<file path="src/rtl/pixel_raster_writer_if.sv">
// -----------------------------------------------------------------------------
// pixel_raster_writer_if
//   Bundles the two streams of the raster writer:
//     - the incoming watermarked pixel stream (pix_valid / pix_data), which has
//       no ready signal: the producer never waits;
//     - the outgoing ready/valid write requests to the output image memory
//       (out_valid / out_ready / out_addr / out_data).
//
//   Modports:
//     master : the environment side (pixel producer and memory), drives the
//              pixel stream and out_ready, observes the write requests.
//     slave  : the raster writer itself.
// -----------------------------------------------------------------------------
interface pixel_raster_writer_if #(
    parameter int Data_Depth = 8,
    parameter int Addr_Width = 21
);
    logic                  pix_valid;
    logic [Data_Depth-1:0] pix_data;
    logic                  out_valid;
    logic                  out_ready;
    logic [Addr_Width-1:0] out_addr;
    logic [Data_Depth-1:0] out_data;

    modport master (
        output pix_valid,
        output pix_data,
        output out_ready,
        input  out_valid,
        input  out_addr,
        input  out_data
    );

    modport slave (
        input  pix_valid,
        input  pix_data,
        input  out_ready,
        output out_valid,
        output out_addr,
        output out_data
    );
endinterface

</file>
<file path="src/rtl/pixel_raster_writer.sv">
// -----------------------------------------------------------------------------
// pixel_raster_writer
//   Downstream stage of the watermarking top level. Pixels arrive block by
//   block (blocks row-major, pixels row-major inside a block). Each pixel is
//   given its raster-order address in the output image and queued in a small
//   FIFO that issues ready/valid write requests to the output memory.
//
//   Ports:
//     clk, rst          clock, asynchronous active-low reset
//     cfg_load          latch cfg_Np / cfg_M / cfg_base (only while idle)
//     cfg_Np            image side in pixels
//     cfg_M             block side in pixels
//     cfg_base          output address of raster pixel (0,0)
//     bus (slave)       pixel stream in, write requests out
//     busy              a frame is in progress
//     frame_done        one-cycle pulse once the last write has been accepted
//     cfg_err           sticky: last cfg_load was rejected
//     ovf_err           sticky: a pixel was dropped on a full FIFO
// -----------------------------------------------------------------------------
module pixel_raster_writer #(
    parameter int Data_Depth  = 8,
    parameter int Addr_Width  = 21,
    parameter int Dim_Width   = 10,
    parameter int Block_Depth = 7,
    parameter int Fifo_Depth  = 4
) (
    input  logic                   clk,
    input  logic                   rst,
    input  logic                   cfg_load,
    input  logic [Dim_Width-1:0]   cfg_Np,
    input  logic [Block_Depth-1:0] cfg_M,
    input  logic [Addr_Width-1:0]  cfg_base,
    pixel_raster_writer_if.slave   bus,
    output logic                   busy,
    output logic                   frame_done,
    output logic                   cfg_err,
    output logic                   ovf_err
);

    localparam int PtrW = (Fifo_Depth > 1) ? $clog2(Fifo_Depth) : 1;
    localparam int CntW = 2 * Dim_Width;

    typedef logic [PtrW-1:0]        ptr_t;
    typedef logic [PtrW:0]          lvl_t;
    typedef logic [CntW-1:0]        cnt_t;
    typedef logic [Dim_Width-1:0]   dim_t;
    typedef logic [Block_Depth-1:0] blk_t;
    typedef logic [Addr_Width-1:0]  addr_t;

    localparam ptr_t PTR_ONE  = ptr_t'(1);
    localparam lvl_t LVL_ONE  = lvl_t'(1);
    localparam lvl_t LVL_FULL = lvl_t'(Fifo_Depth);
    localparam cnt_t CNT_ONE  = cnt_t'(1);
    localparam dim_t DIM_ONE  = dim_t'(1);
    localparam blk_t BLK_ONE  = blk_t'(1);

    typedef enum logic [1:0] {
        IDLE,
        RUN,
        DRAIN,
        DONE
    } state_t;

    typedef struct packed {
        addr_t                 addr;
        logic [Data_Depth-1:0] data;
    } entry_t;

    // ---------------------------------------------------------------- state
    state_t state;

    dim_t   np_r;
    blk_t   m_r;
    cnt_t   total_r;     // Np*Np, computed once per frame at configuration
    cnt_t   pix_cnt;

    // Position inside the current block, and the column offset of the block
    // (bcol*M). row_base is the raster address of (row, col=0) of the block's
    // leftmost column; blk_base is the address of the top-left pixel of the
    // current block row. Together they let every address be formed with
    // adders only.
    blk_t   col;
    blk_t   row;
    dim_t   bcol_off;
    addr_t  row_base;
    addr_t  blk_base;

    entry_t mem [Fifo_Depth];
    ptr_t   wr_ptr;
    ptr_t   rd_ptr;
    lvl_t   level;

    // ----------------------------------------------------- configuration check
    dim_t cfg_m_ext;
    dim_t cfg_m_div;
    logic cfg_bad;

    assign cfg_m_ext = dim_t'(cfg_M);
    // Keep the modulo operand non-zero; M=0 is rejected by its own term.
    assign cfg_m_div = (cfg_M == '0) ? DIM_ONE : cfg_m_ext;
    assign cfg_bad   = (cfg_M == '0) || (cfg_Np == '0) ||
                       (cfg_m_ext > cfg_Np) || ((cfg_Np % cfg_m_div) != '0);

    // ------------------------------------------------------ address datapath
    addr_t cur_addr;
    addr_t np_addr;
    dim_t  bcol_next;
    logic  col_last;
    logic  row_last;
    logic  bcol_last;
    logic  frame_last;

    assign cur_addr   = row_base + addr_t'(bcol_off) + addr_t'(col);
    assign np_addr    = addr_t'(np_r);
    assign bcol_next  = bcol_off + dim_t'(m_r);
    assign col_last   = (col == m_r - BLK_ONE);
    assign row_last   = (row == m_r - BLK_ONE);
    assign bcol_last  = (bcol_next == np_r);
    assign frame_last = (pix_cnt + CNT_ONE == total_r);

    // ------------------------------------------------------------ FIFO flags
    logic fifo_empty;
    logic fifo_full;
    logic pop;
    logic push_req;
    logic push_ok;

    assign fifo_empty = (level == '0);
    assign fifo_full  = (level == LVL_FULL);
    assign pop        = !fifo_empty && bus.out_ready;
    assign push_req   = (state == RUN) && bus.pix_valid;
    // A full FIFO still takes a pixel when its head leaves in the same cycle.
    assign push_ok    = push_req && (!fifo_full || pop);

    // The head entry drives the request directly, so it stays stable for as
    // long as the memory stalls.
    entry_t head;
    assign head          = mem[rd_ptr];
    assign bus.out_valid = !fifo_empty;
    assign bus.out_addr  = head.addr;
    assign bus.out_data  = head.data;

    // ------------------------------------------------------------------ FIFO
    // NOTE: storage is only a few entries, so it is reset along with the
    // pointers; this keeps out_addr/out_data at 0 after reset instead of X.
    always_ff @(posedge clk or negedge rst) begin
        if (!rst) begin
            for (int i = 0; i < Fifo_Depth; i++) begin
                mem[i] <= '0;
            end
            wr_ptr <= '0;
            rd_ptr <= '0;
            level  <= '0;
        end else begin
            if (push_ok) begin
                mem[wr_ptr] <= '{addr: cur_addr, data: bus.pix_data};
                wr_ptr      <= wr_ptr + PTR_ONE;
            end
            if (pop) begin
                rd_ptr <= rd_ptr + PTR_ONE;
            end
            if (push_ok && !pop) begin
                level <= level + LVL_ONE;
            end else if (pop && !push_ok) begin
                level <= level - LVL_ONE;
            end
        end
    end

    // ------------------------------------------------- control and counters
    // NOTE: every register here is state, so all assignments are
    // non-blocking; a blocking assignment would let later statements in the
    // block see the new value within the same edge.
    always_ff @(posedge clk or negedge rst) begin
        if (!rst) begin
            state      <= IDLE;
            busy       <= 1'b0;
            frame_done <= 1'b0;
            cfg_err    <= 1'b0;
            ovf_err    <= 1'b0;
            np_r       <= '0;
            m_r        <= '0;
            total_r    <= '0;
            pix_cnt    <= '0;
            col        <= '0;
            row        <= '0;
            bcol_off   <= '0;
            row_base   <= '0;
            blk_base   <= '0;
        end else begin
            frame_done <= 1'b0;
            case (state)
                IDLE: begin
                    if (cfg_load) begin
                        if (cfg_bad) begin
                            cfg_err <= 1'b1;
                        end else begin
                            cfg_err  <= 1'b0;
                            ovf_err  <= 1'b0;
                            np_r     <= cfg_Np;
                            m_r      <= cfg_M;
                            total_r  <= cnt_t'(cfg_Np) * cnt_t'(cfg_Np);
                            pix_cnt  <= '0;
                            col      <= '0;
                            row      <= '0;
                            bcol_off <= '0;
                            row_base <= cfg_base;
                            blk_base <= cfg_base;
                            busy     <= 1'b1;
                            state    <= RUN;
                        end
                    end
                end

                RUN: begin
                    if (bus.pix_valid) begin
                        // Dropped pixels still advance the counters so the
                        // pixels after them land on their proper addresses.
                        if (!push_ok) begin
                            ovf_err <= 1'b1;
                        end
                        pix_cnt <= pix_cnt + CNT_ONE;
                        if (col_last) begin
                            col <= '0;
                            if (row_last) begin
                                row <= '0;
                                if (bcol_last) begin
                                    // Next block row starts one image row
                                    // below the last row of this block row.
                                    bcol_off <= '0;
                                    row_base <= row_base + np_addr;
                                    blk_base <= row_base + np_addr;
                                end else begin
                                    bcol_off <= bcol_next;
                                    row_base <= blk_base;
                                end
                            end else begin
                                row      <= row + BLK_ONE;
                                row_base <= row_base + np_addr;
                            end
                        end else begin
                            col <= col + BLK_ONE;
                        end
                        if (frame_last) begin
                            state <= DRAIN;
                        end
                    end
                end

                DRAIN: begin
                    if (fifo_empty) begin
                        frame_done <= 1'b1;
                        state      <= DONE;
                    end
                end

                DONE: begin
                    busy  <= 1'b0;
                    state <= IDLE;
                end

                default: begin
                    busy  <= 1'b0;
                    state <= IDLE;
                end
            endcase
        end
    end

endmodule

</file>
<file path="src/flat_wrapper.sv">
// flat-port wrapper written by rule: the top's interface ports become plain ports
module pixel_raster_writer_flat 
#(
    parameter int Data_Depth  = 8,
    parameter int Addr_Width  = 21,
    parameter int Dim_Width   = 10,
    parameter int Block_Depth = 7,
    parameter int Fifo_Depth  = 4
)
  (clk, rst, cfg_load, cfg_Np, cfg_M, cfg_base, busy, frame_done, cfg_err, ovf_err, bus_pix_valid, bus_pix_data, bus_out_ready, bus_out_valid, bus_out_addr, bus_out_data);
  pixel_raster_writer_if #(.Data_Depth(Data_Depth), .Addr_Width(Addr_Width)) bus_i ();
  input  logic clk;
  input  logic rst;
  input  logic cfg_load;
  input  logic [Dim_Width-1:0] cfg_Np;
  input  logic [Block_Depth-1:0] cfg_M;
  input  logic [Addr_Width-1:0] cfg_base;
  output logic busy;
  output logic frame_done;
  output logic cfg_err;
  output logic ovf_err;
  input wire logic [$bits(bus_i.pix_valid)-1:0] bus_pix_valid;
  input wire logic [$bits(bus_i.pix_data)-1:0] bus_pix_data;
  input wire logic [$bits(bus_i.out_ready)-1:0] bus_out_ready;
  output wire logic [$bits(bus_i.out_valid)-1:0] bus_out_valid;
  output wire logic [$bits(bus_i.out_addr)-1:0] bus_out_addr;
  output wire logic [$bits(bus_i.out_data)-1:0] bus_out_data;
  assign bus_i.pix_valid = bus_pix_valid;
  assign bus_i.pix_data = bus_pix_data;
  assign bus_i.out_ready = bus_out_ready;
  assign bus_out_valid = bus_i.out_valid;
  assign bus_out_addr = bus_i.out_addr;
  assign bus_out_data = bus_i.out_data;
  pixel_raster_writer #(.Data_Depth(Data_Depth), .Addr_Width(Addr_Width), .Dim_Width(Dim_Width), .Block_Depth(Block_Depth), .Fifo_Depth(Fifo_Depth)) u_core (.clk(clk), .rst(rst), .cfg_load(cfg_load), .cfg_Np(cfg_Np), .cfg_M(cfg_M), .cfg_base(cfg_base), .bus(bus_i), .busy(busy), .frame_done(frame_done), .cfg_err(cfg_err), .ovf_err(ovf_err));
endmodule
</file>
<file path="config.mk">
export PLATFORM = sky130hd
export DESIGN_NAME = pixel_raster_writer_flat
export DESIGN_NICKNAME = d
export VERILOG_FILES = /design/src/rtl/pixel_raster_writer_if.sv /design/src/rtl/pixel_raster_writer.sv /design/src/flat_wrapper.sv
export SDC_FILE = /design/constraint.sdc
export NUM_CORES = 1
export LEC_CHECK = 0
export CAP_MARGIN = 20
export CORE_ASPECT_RATIO = 0.6
export CORE_MARGIN = 5
export CORE_UTILIZATION = 55
export CTS_BUF_LIST = sky130_fd_sc_hd__clkbuf_8
export DETAILED_ROUTE_END_ITERATION = 12
export GPL_TIMING_DRIVEN = 0
export PLACE_DENSITY = 0.73
export SLEW_MARGIN = 30
export SYNTH_ARGS = -nofsm -noshare
export SYNTH_HDL_FRONTEND = slang
export SYNTH_SLANG_ARGS = --single-unit
</file>
<file path="constraint.sdc">
create_clock -name clk -period 4.9 [get_ports clk]
set_input_delay 0.49 -clock clk [delete_from_list [all_inputs] [get_ports clk]]
set_output_delay 0.49 -clock clk [all_outputs]
set_load 0.005 [all_outputs]
</file>
======== Word-level counts from Yosys, hierarchy flattened ========
Cells that the tools add are included.
word-level totals
  output and inout port bits .............. 34
  register bits ........................... 252
  logic and storage cells ................. 149
  input bits .............................. 51
cells by class
  equality and inequality tests ........... 16
  bitwise operators ....................... 3
  magnitude comparators ................... 4
  reductions and logical operators ........ 30
  add/subtract/negate cells ............... 12
  muxes and demuxes ....................... 57
  div/mod/pow operators ................... 1
  multipliers ............................. 1
operators by type and width
  operator                 count
  $mux W21                 9
  $bwmux W116              1
  $mux W29                 3
  $pmux W21 S2             2
  $mux W10                 6
  $mux W20                 3
  $bmux W29 S2             1
  $demux W29 S2            1
  $mux W7                  8
  $add A21 B10 Y21         2
  $pmux W20 S2             1
  $pmux W7 S2              2
  $add A21 B7 Y21          1
  $add A20 B1 Y20 const B  1
  $eq A20 B20 Y1           1
  $mul A10 B10 Y20         1
  $pmux W10 S2             1
  $reduce_and A5 Y1        3
  $add A7 B1 Y7 const B    2
  $eq A7 B7 Y1             2
  $add A10 B7 Y10          1
  $eq A10 B10 Y1           1
  $gt A7 B10 Y1            1
  $logic_not A10 Y1        1
  other kinds (31)         69

======== Longest topological paths before layout ========
Gate-level depths: netlist of run 1.
  depth after elaboration ................. 9
  depth in mapped cells ................... 85
  depth with buffers taken out ............ 78

======== Least setup slack after synthesis of run 1 ========
OpenSTA, ideal clock, no wires.
  kind .................................... in2reg
  start point ............................. in cfg_M[6]
  end point ............................... reg u_core.bcol_off[2]
  stages .................................. 76
  path buffers ............................ 7
  slack ................................... -11.548 ns
  setup time .............................. 0.128 ns
  data required time ...................... 4.772 ns
  arrival ................................. 16.320 ns
  cells stage by stage .................... buf_2 -> or3_1 -> buf_2 -> o21ai_0 -> inv_1 -> ha_1 -> a21oi_1 -> ha_1 -> o21a_1 -> o211ai_1 -> o31ai_1 -> ha_1 -> o211ai_1 -> a211o_1 -> or3_1 -> nand2_1 -> ha_1 -> a21o_1 -> (+40 left out) -> nand2_1 -> o21ai_0 -> inv_1 -> fa_1 -> inv_1 -> a21oi_1 -> o21bai_1 -> a41oi_1 -> o21ai_0 -> a21oi_1 -> o211ai_1 -> a2bb2oi_1 -> nor3_4 -> o311ai_4 -> a211oi_4 -> buf_4 -> nand2_4 -> mux2_1
on the way
  word-level cells in the longest chain between the ends .. 7
  elaborated cells between the ends (all ways) .. 10
  those cells by class .................... div: 1; order compare: 1; eq/ne: 1; mux: 1; reduce/logical: 6
RTL lines
  item                           RTL line                                                RTL
  start, declared                flat_wrapper.sv:16                                      input logic [Block_Depth-1:0] cfg_M;
  $logic_not A7 Y1               pixel_raster_writer.sv:100, pixel_raster_writer.sv:101
  $mux W7                        pixel_raster_writer.sv:100                              assign cfg_m_div = (cfg_M == '0) ? DIM_ONE : cfg_m_ext;
  $mod A10 B10 Y10               pixel_raster_writer.sv:102                              (cfg_m_ext > cfg_Np) || ((cfg_Np % cfg_m_div) != '0);
  $reduce_bool A10 Y1            pixel_raster_writer.sv:102
  $logic_or A1 B1 Y1 *           pixel_raster_writer.sv:102
  $ne A2 B2 Y1 (no line) *       n/a
  $reduce_and A6 Y1 (no line) *  n/a
  end signal, assigned           pixel_raster_writer.sv:234                              bcol_off <= bcol_next;
  end, declared                  pixel_raster_writer.sv:84                               dim_t bcol_off;
Every way passes the cells marked *; elsewhere a longest branch is shown, timed or not.
A chain may end at the register's enable or synchronous reset.

======== Final worst setup path of run 1 ========
  start point ............................. in cfg_M[2]
  end point ............................... reg u_core.bcol_off[8]
The elaborated chain is that of the path after synthesis.

==> results of run 1 <==
==> area by class of cell <==
| type | count | area, µm² |
|---|---|---|
| plain buffers | 91 | 672 |
| clock buffers | 43 | 592 |
| clock inverters | 20 | 93.8 |
| fillers | 2441 | 9710 |
| inverters | 122 | 464 |
| multi-input cells | 1518 | 13300 |
| flip-flops and latches | 250 | 6260 |
| well taps | 459 | 574 |
| repair buffers | 228 | 2380 |
==> flip-flops by register name, indices dropped and copies added, names as in the netlist <==
signal / flops
u_core.mem: 116
u_core.blk_base: 21
u_core.row_base: 21
u_core.pix_cnt: 20
u_core.total_r: 19
u_core.bcol_off: 10
u_core.np_r: 9
u_core.col: 7
u_core.m_r: 7
u_core.row: 7
u_core.level: 3
u_core.rd_ptr: 2
u_core.state: 2
u_core.wr_ptr: 2
u_core.busy: 1
u_core.cfg_err: 1
u_core.frame_done: 1
u_core.ovf_err: 1
==> routing by layer <==
layer  vias up  GRT usage [%]  part of all wire, %
li1       7580              -                    -
met1      8541           45.3                   46
met2       764           42.7                   42
met3        81           8.68                   10
met4         0           5.48                  1.4
met5         -              0                    0
==> kinds of logic after synthesis <==
| group | synth area share [%] |
|---|---|
| DFF | 32.7 |
| and+or+nand+nor | 14.9 |
| muxes | 10.2 |
| AOI/OAI and AO/OA | 15.0 |
| adders and majority gates | 15.7 |
| buffers and inverters | 4.49 |
| xor gates and xnor gates | 6.97 |
==> stage by stage <==
stage / instances / worst slack (ns) / hold WS, ns / TNS (ns)
2_1_floorplan: 1986 / -10.26 / 0.194 / -1269.14
3_3_place_gp: 2529 / -12.63 / 0.456 / -3365.79
3_5_place_dp: 2532 / -12.99 / 0.347 / -1599.04
4_1_cts: 2705 / -10.40 / 0.362 / -1282.54
5_1_grt: 2731 / -11.22 / 0.385 / -1391.37
6_report: 2731 / -10.71 / 0.389 / -1328.87
==> worst reg2reg max path, stage by stage, from the launching register on <==
cell      delay (ns)
dfrtp_1         0.50
ha_1            0.27
fa_1            0.41
a21o_1          0.18
a21oi_1         0.23
o21bai_1        0.11
a21oi_1         0.24
nor2b_1         0.07
o21ai_0         0.19
xor2_1          0.25
xor2_1          0.12
nand3_1         0.21
clkbuf_1        0.54
nor2_1          0.13
and2_1          0.19
clkbuf_1        0.26
and3_1          0.29
a221o_1         0.26
==> synthesized netlist by cell type, types with 23 or more instances <==
cell,number,area (µm²)
mux2_2,89,1000
xnor2_1,96,841
and2_1,24,150
clkbuf_1,69,259
o211ai_1,23,173
dfrtp_1,250,6260
inv_1,118,443
nand2_1,215,807
nand3_1,66,330
mux2i_1,25,250
o21ai_0,138,691
nand2b_1,25,156
mux4_2,29,653
a21o_1,34,255
nor2_1,102,383
a21oi_1,79,395
fa_1,57,1140
xor2_1,56,490
nor3_1,33,165
ha_1,149,1860
==> worst max path at each step <==
stage                                endpoint  startpoint  cells after the start
after floorplan                 u_core.row[5]    cfg_M[6]                     81
after global placement    u_core.row_base[19]    cfg_M[6]                     80
after detailed placement  u_core.row_base[17]    cfg_M[6]                     80
after CTS                  u_core.bcol_off[8]    cfg_M[6]                     79
after global routing       u_core.blk_base[1]    cfg_M[2]                     78
final                      u_core.bcol_off[8]    cfg_M[2]                     82
==> report_power, final <==
group	switching (µW)	internal (µW)
clock	854	803
combinational	5800	5320
sequential	700	2880
==> timing repair <==
action | CTS | global route
setup buffers | 100 | 30
hold buffers | 1 | 0
endpoints found under the hold margin | 27 | 0
gates cloned | 13 | 0
setup endpoints to repair | 126 | 126
resized for setup | 239 | 100
pin swaps | 89 | 65
==> impl_metrics.toml, run 1 <==
[setup_path]
rrSetupSlack_ns = 0.39
rr_endpoint = "u_core.blk_base[0]"
start_kind = "primary input"
cp.arrival_ns = 16.01
crit_path_end_kind = "flip-flop"
critPathSlowestCell = "or4_4"
crit_top_cell = "buf_4"
worst-r2r-cell-count = 17
critical_path.max_stage_delay_ns = 0.55
r2r-start = "u_core.m_r[0]"
cp.required_ns = 5.29
worstSetupPathType = "in -> reg"
crit_buf_inv = 24
path_max_fanout = 7
crit_family = "compound AO/OA/AOI/OAI gates"

[floorplanning]
rows = 52
die_area_um2 = 38700
die_y_um = 154
coreArea_um2 = 34000
initial_core_util_pct = 56.2
fp.dieW_um = 251
ios = 85

[synthesis]
ys.flop_type = "dfrtp_1"
synth_cells = 1986
syn_nets = 2243
syn_avg_cell_area_um2 = 9.62
async_flop_share_pct = 100
synth_cell_types = 90
synth_seq_cells = 250
yosysSeqAreaShare_pct = 32.7
synthesis.area_um2 = 19100
synth-edff-count = 0
ys_warn_count = 0

[grt]
grt_overflow = 0
grt_pass1_wl_um = 92700
grtUsageTotal_pct = 29.7
grt_max_degree = 79
antenna_found_initial = 0
grt_pass1_vias = 16800

[detailed_routing]
wire_per_inst_um = 22.0
postRouteAntennaNets = 0
num_vias = 17000
firstDrtPassIters = 5
via_per_inst = 6.21
drt_iter0_drc = 1675
drc_errors = 0
drt-total-wl_um = 60000

[worst_hold_path]
hp-start = "cfg_M[0]"
min_to = "u_core.m_r[0]"
min_path_type = "in -> reg"
whs_path_depth = 3

[clock_tree]
numCtsBuffers = 38
cts_buffer_depth = 3
clockRootBuffer = "clkbuf_8"
clk_latency_ns = 0.55
cts_tree = "done"
cts.sinks = 250
clkTransAtPathRegs_ns = 0.07
htree_levels = 2

[outcome]
violations = "negative setup slack"
status = "finished, violations left"

[layout]
fin_nets = 2506
antenna_cells = 0
design_area_um2 = 24300
final_common_cell = "dfrtp_1"
mostFrequentLayoutCells = "dfrtp_1, nand2_1, ha_1"
syn_to_final_growth_pct = 27.2
drive_above_1_share_pct = 26.1
fin_util_pct = 71.5

[sta]
fin_skew_ns = 0.0435
period_needed_ns = 15.61
relSlewSlack_pct = 26.5
finalHoldViolCount = 0
worstMarginPinSlew_ns = 1.10
max_freq_mhz = 64.0
fin_crit_sh_pct = 319
slew_violations = 0
rsz0062_at_grt = "yes"
final.setup.worst_slack_ns = -10.71
setup_viol = 126

[job]
max_cap_violations = 0

[place]
io_buffers = 84
place_congestion = 0.919
place_area_um2 = 21000
hpwl_um = 41800

[pwr]
p_per_area_nw_per_um2 = 673
p_total_uw = 16400
ir_worst_vdd_mv = 0.594
p_leak_uw = 0.0110
Power figures use the tool's default switching activity.
==> run 2, diff against run 1 <==
- RECOVER_POWER: not set -> 100
- REMOVE_ABC_BUFFERS: not set -> 1
==> run 2 against run 1 <==
The flow finishes with violations (max-capacitance violations, max-slew violations, negative setup slack). Non-clock buffer count shrank 47. Cell area up 1.2%. Clock power is 4% higher. Critical endpoint is now u_core.blk_base[20]. Highest routed layer unchanged.
==> impl_metrics.toml, run 2 (same netlist as run 1, synthesis figures left out) <==
[sta]
worstMarginPinSlew_ns = 3.01
setup_viol = 126
max_freq_mhz = 63.4
finalHoldViolCount = 0
rsz0062_at_grt = "yes"
fin_skew_ns = 0.0355
relSlewSlack_pct = -101
finalSetupTns_ns = -1345.68
slew_violations = 118
final.setup.worst_slack_ns = -10.87
period_needed_ns = 15.77
hold_slack_ns = 0.464
fin_crit_sh_pct = 322

[place]
dpl.cell_count = 2452
place_congestion = 0.893
hpwl_um = 36600
io_buffers = 84

[floorplanning]
initial_core_util_pct = 56.2
die_y_um = 154
fp.dieW_um = 251
rows = 52
die_area_um2 = 38700
ios = 85
coreArea_um2 = 34000

[grt]
grt_pass1_vias = 16500
grt_max_degree = 85
grtUsageTotal_pct = 27.2
grt_pass1_wl_um = 86900
grt_overflow = 0
antenna_found_initial = 4

[setup_path]
start_kind = "primary input"
crit_path_end_kind = "flip-flop"
cp.required_ns = 5.38
crit_top_cell = "buf_4"
cp.arrival_ns = 16.25
critPathSlowestCell = "clkdlybuf4s50_1"
path_max_fanout = 16
worstSetupPathType = "in -> reg"
critical_path.max_stage_delay_ns = 0.91

[layout]
syn_to_final_growth_pct = 28.8
largest_register = "u_core.mem"
fin_util_pct = 72.4
multi_input_area_um2 = 13600
stdcell_count = 2690
fill_cells = 2188
final_common_cell = "dfrtp_1"
largest_reg_flops = 116
mostFrequentLayoutCells = "dfrtp_1, nand2_1, inv_1, ha_1, buf_4"
top_regs = "u_core.mem x116, u_core.blk_base x21, u_core.row_base x21"
drive_above_1_share_pct = 27.8
fin_nets = 2459
regArea_um2 = 6260

[clock_tree]
cts.sinks = 250
clkTransAtPathRegs_ns = 0.07
cts_buffer_depth = 3
cts_tree = "done"
clk_latency_ns = 0.56
clockRootBuffer = "clkbuf_8"
numCtsBuffers = 38
htree_levels = 2

[detailed_routing]
firstDrtPassIters = 7
via_per_inst = 6.36
postRouteAntennaNets = 0
drt_iter0_drc = 1858
drc_errors = 0
num_vias = 17100
drt-total-wl_um = 59800
wire_per_inst_um = 22.2

[pwr]
ir_worst_vdd_mv = 0.561
p_per_area_nw_per_um2 = 685
p_leak_uw = 0.0112
p_total_uw = 16900

[worst_hold_path]
min_path_type = "in -> reg"

[job]
max_cap_violations = 2

[outcome]
violations = "max-capacitance violations, max-slew violations, negative setup slack"
status = "finished, violations left"
==> run 2: cell types whose count changed in the layout (fill, tap and decap cells not counted), moves of 6 or more <==
cell	previous run	this run
clkbuf_1	57	1
nand2_2	45	25
nand2_1	163	174
o31ai_4	3	9
ha_1	134	128
nand2_4	8	17
buf_6	28	39
buf_1	8	0
==> run 2: critical path: cells and delay by family <==
family / cells / cell delay, ns
simple gates: 13 / 2.66
compound gates: 37 / 6.93
buf+inv: 18 / 3.23
mux: 1 / 0.33
fa+ha+maj: 9 / 2.54
==> run 2: repair_timing <==
action / CTS / global route
buffers inserted: 103 / 60
endpoints found under the hold margin: 50 / 0
cloned: 8 / 9
endpoints found under the setup margin: 126 / 126
pin swaps: 80 / 99
gates resized for setup: 241 / 241
hold buffers: 1 / 0
==> run 2: path summary, 6_finish.rpt <==
| path | start | end | slack, ns | cells past startpoint |
|---|---|---|---|---|
| max in group asynchronous | rst | u_core.rd_ptr[0] | 0.49 | 4 |
| hold reg to reg | u_core.mem[11] | u_core.mem[11] | 0.48 | 2 |
| setup reg to reg | u_core.m_r[0] | u_core.blk_base[10] | -0.47 | 13 |
| setup / recovery | cfg_Np[8] | u_core.blk_base[20] | -10.87 | 78 |
| hold / removal | cfg_M[6] | u_core.m_r[6] | 0.46 | 3 |
| min in group asynchronous | rst | u_core.mem[31] | 1.48 | 2 |
==> run 2: metal layers <==
layer / GRT usage, % / routed length, µm / vias up
met4: 6.41 / 1830 / 0
li1: - / - / 7481
met5: 0 / 0 / -
met1: 39.8 / 25500 / 8561
met2: 41.8 / 26900 / 855
met3: 5.91 / 5510 / 205
==> run 2: power by group <==
part | switching, µW | leakage (µW) | total [µW] | internal (µW)
Combinational | 6010 | 0.00766 | 11500 | 5510
Sequential | 747 | 0.00314 | 3630 | 2880
Clock | 858 | 0.000428 | 1730 | 868
Total | 7610 | 0.0112 | 16900 | 9260
==> run 2: final cells by class <==
cell class / instances / area share (%)
diodes: 4 / 0.0407
clock buffers: 44 / 2.46
clock inverters: 21 / 0.457
inverters: 122 / 1.89
multi-input cells: 1518 / 55.2
flip-flops and latches: 250 / 25.4
well taps: 459 / 2.33
repair buffers: 272 / 12.2
==> run 2: stage by stage <==
step                worst slack [ns]  cell area (µm²)
floorplan                     -12.59            18700
detailed placement            -15.72            20500
finish                        -10.87            24600
global route                  -11.34            24600
CTS                           -10.07            23100
global placement              -16.66            20100
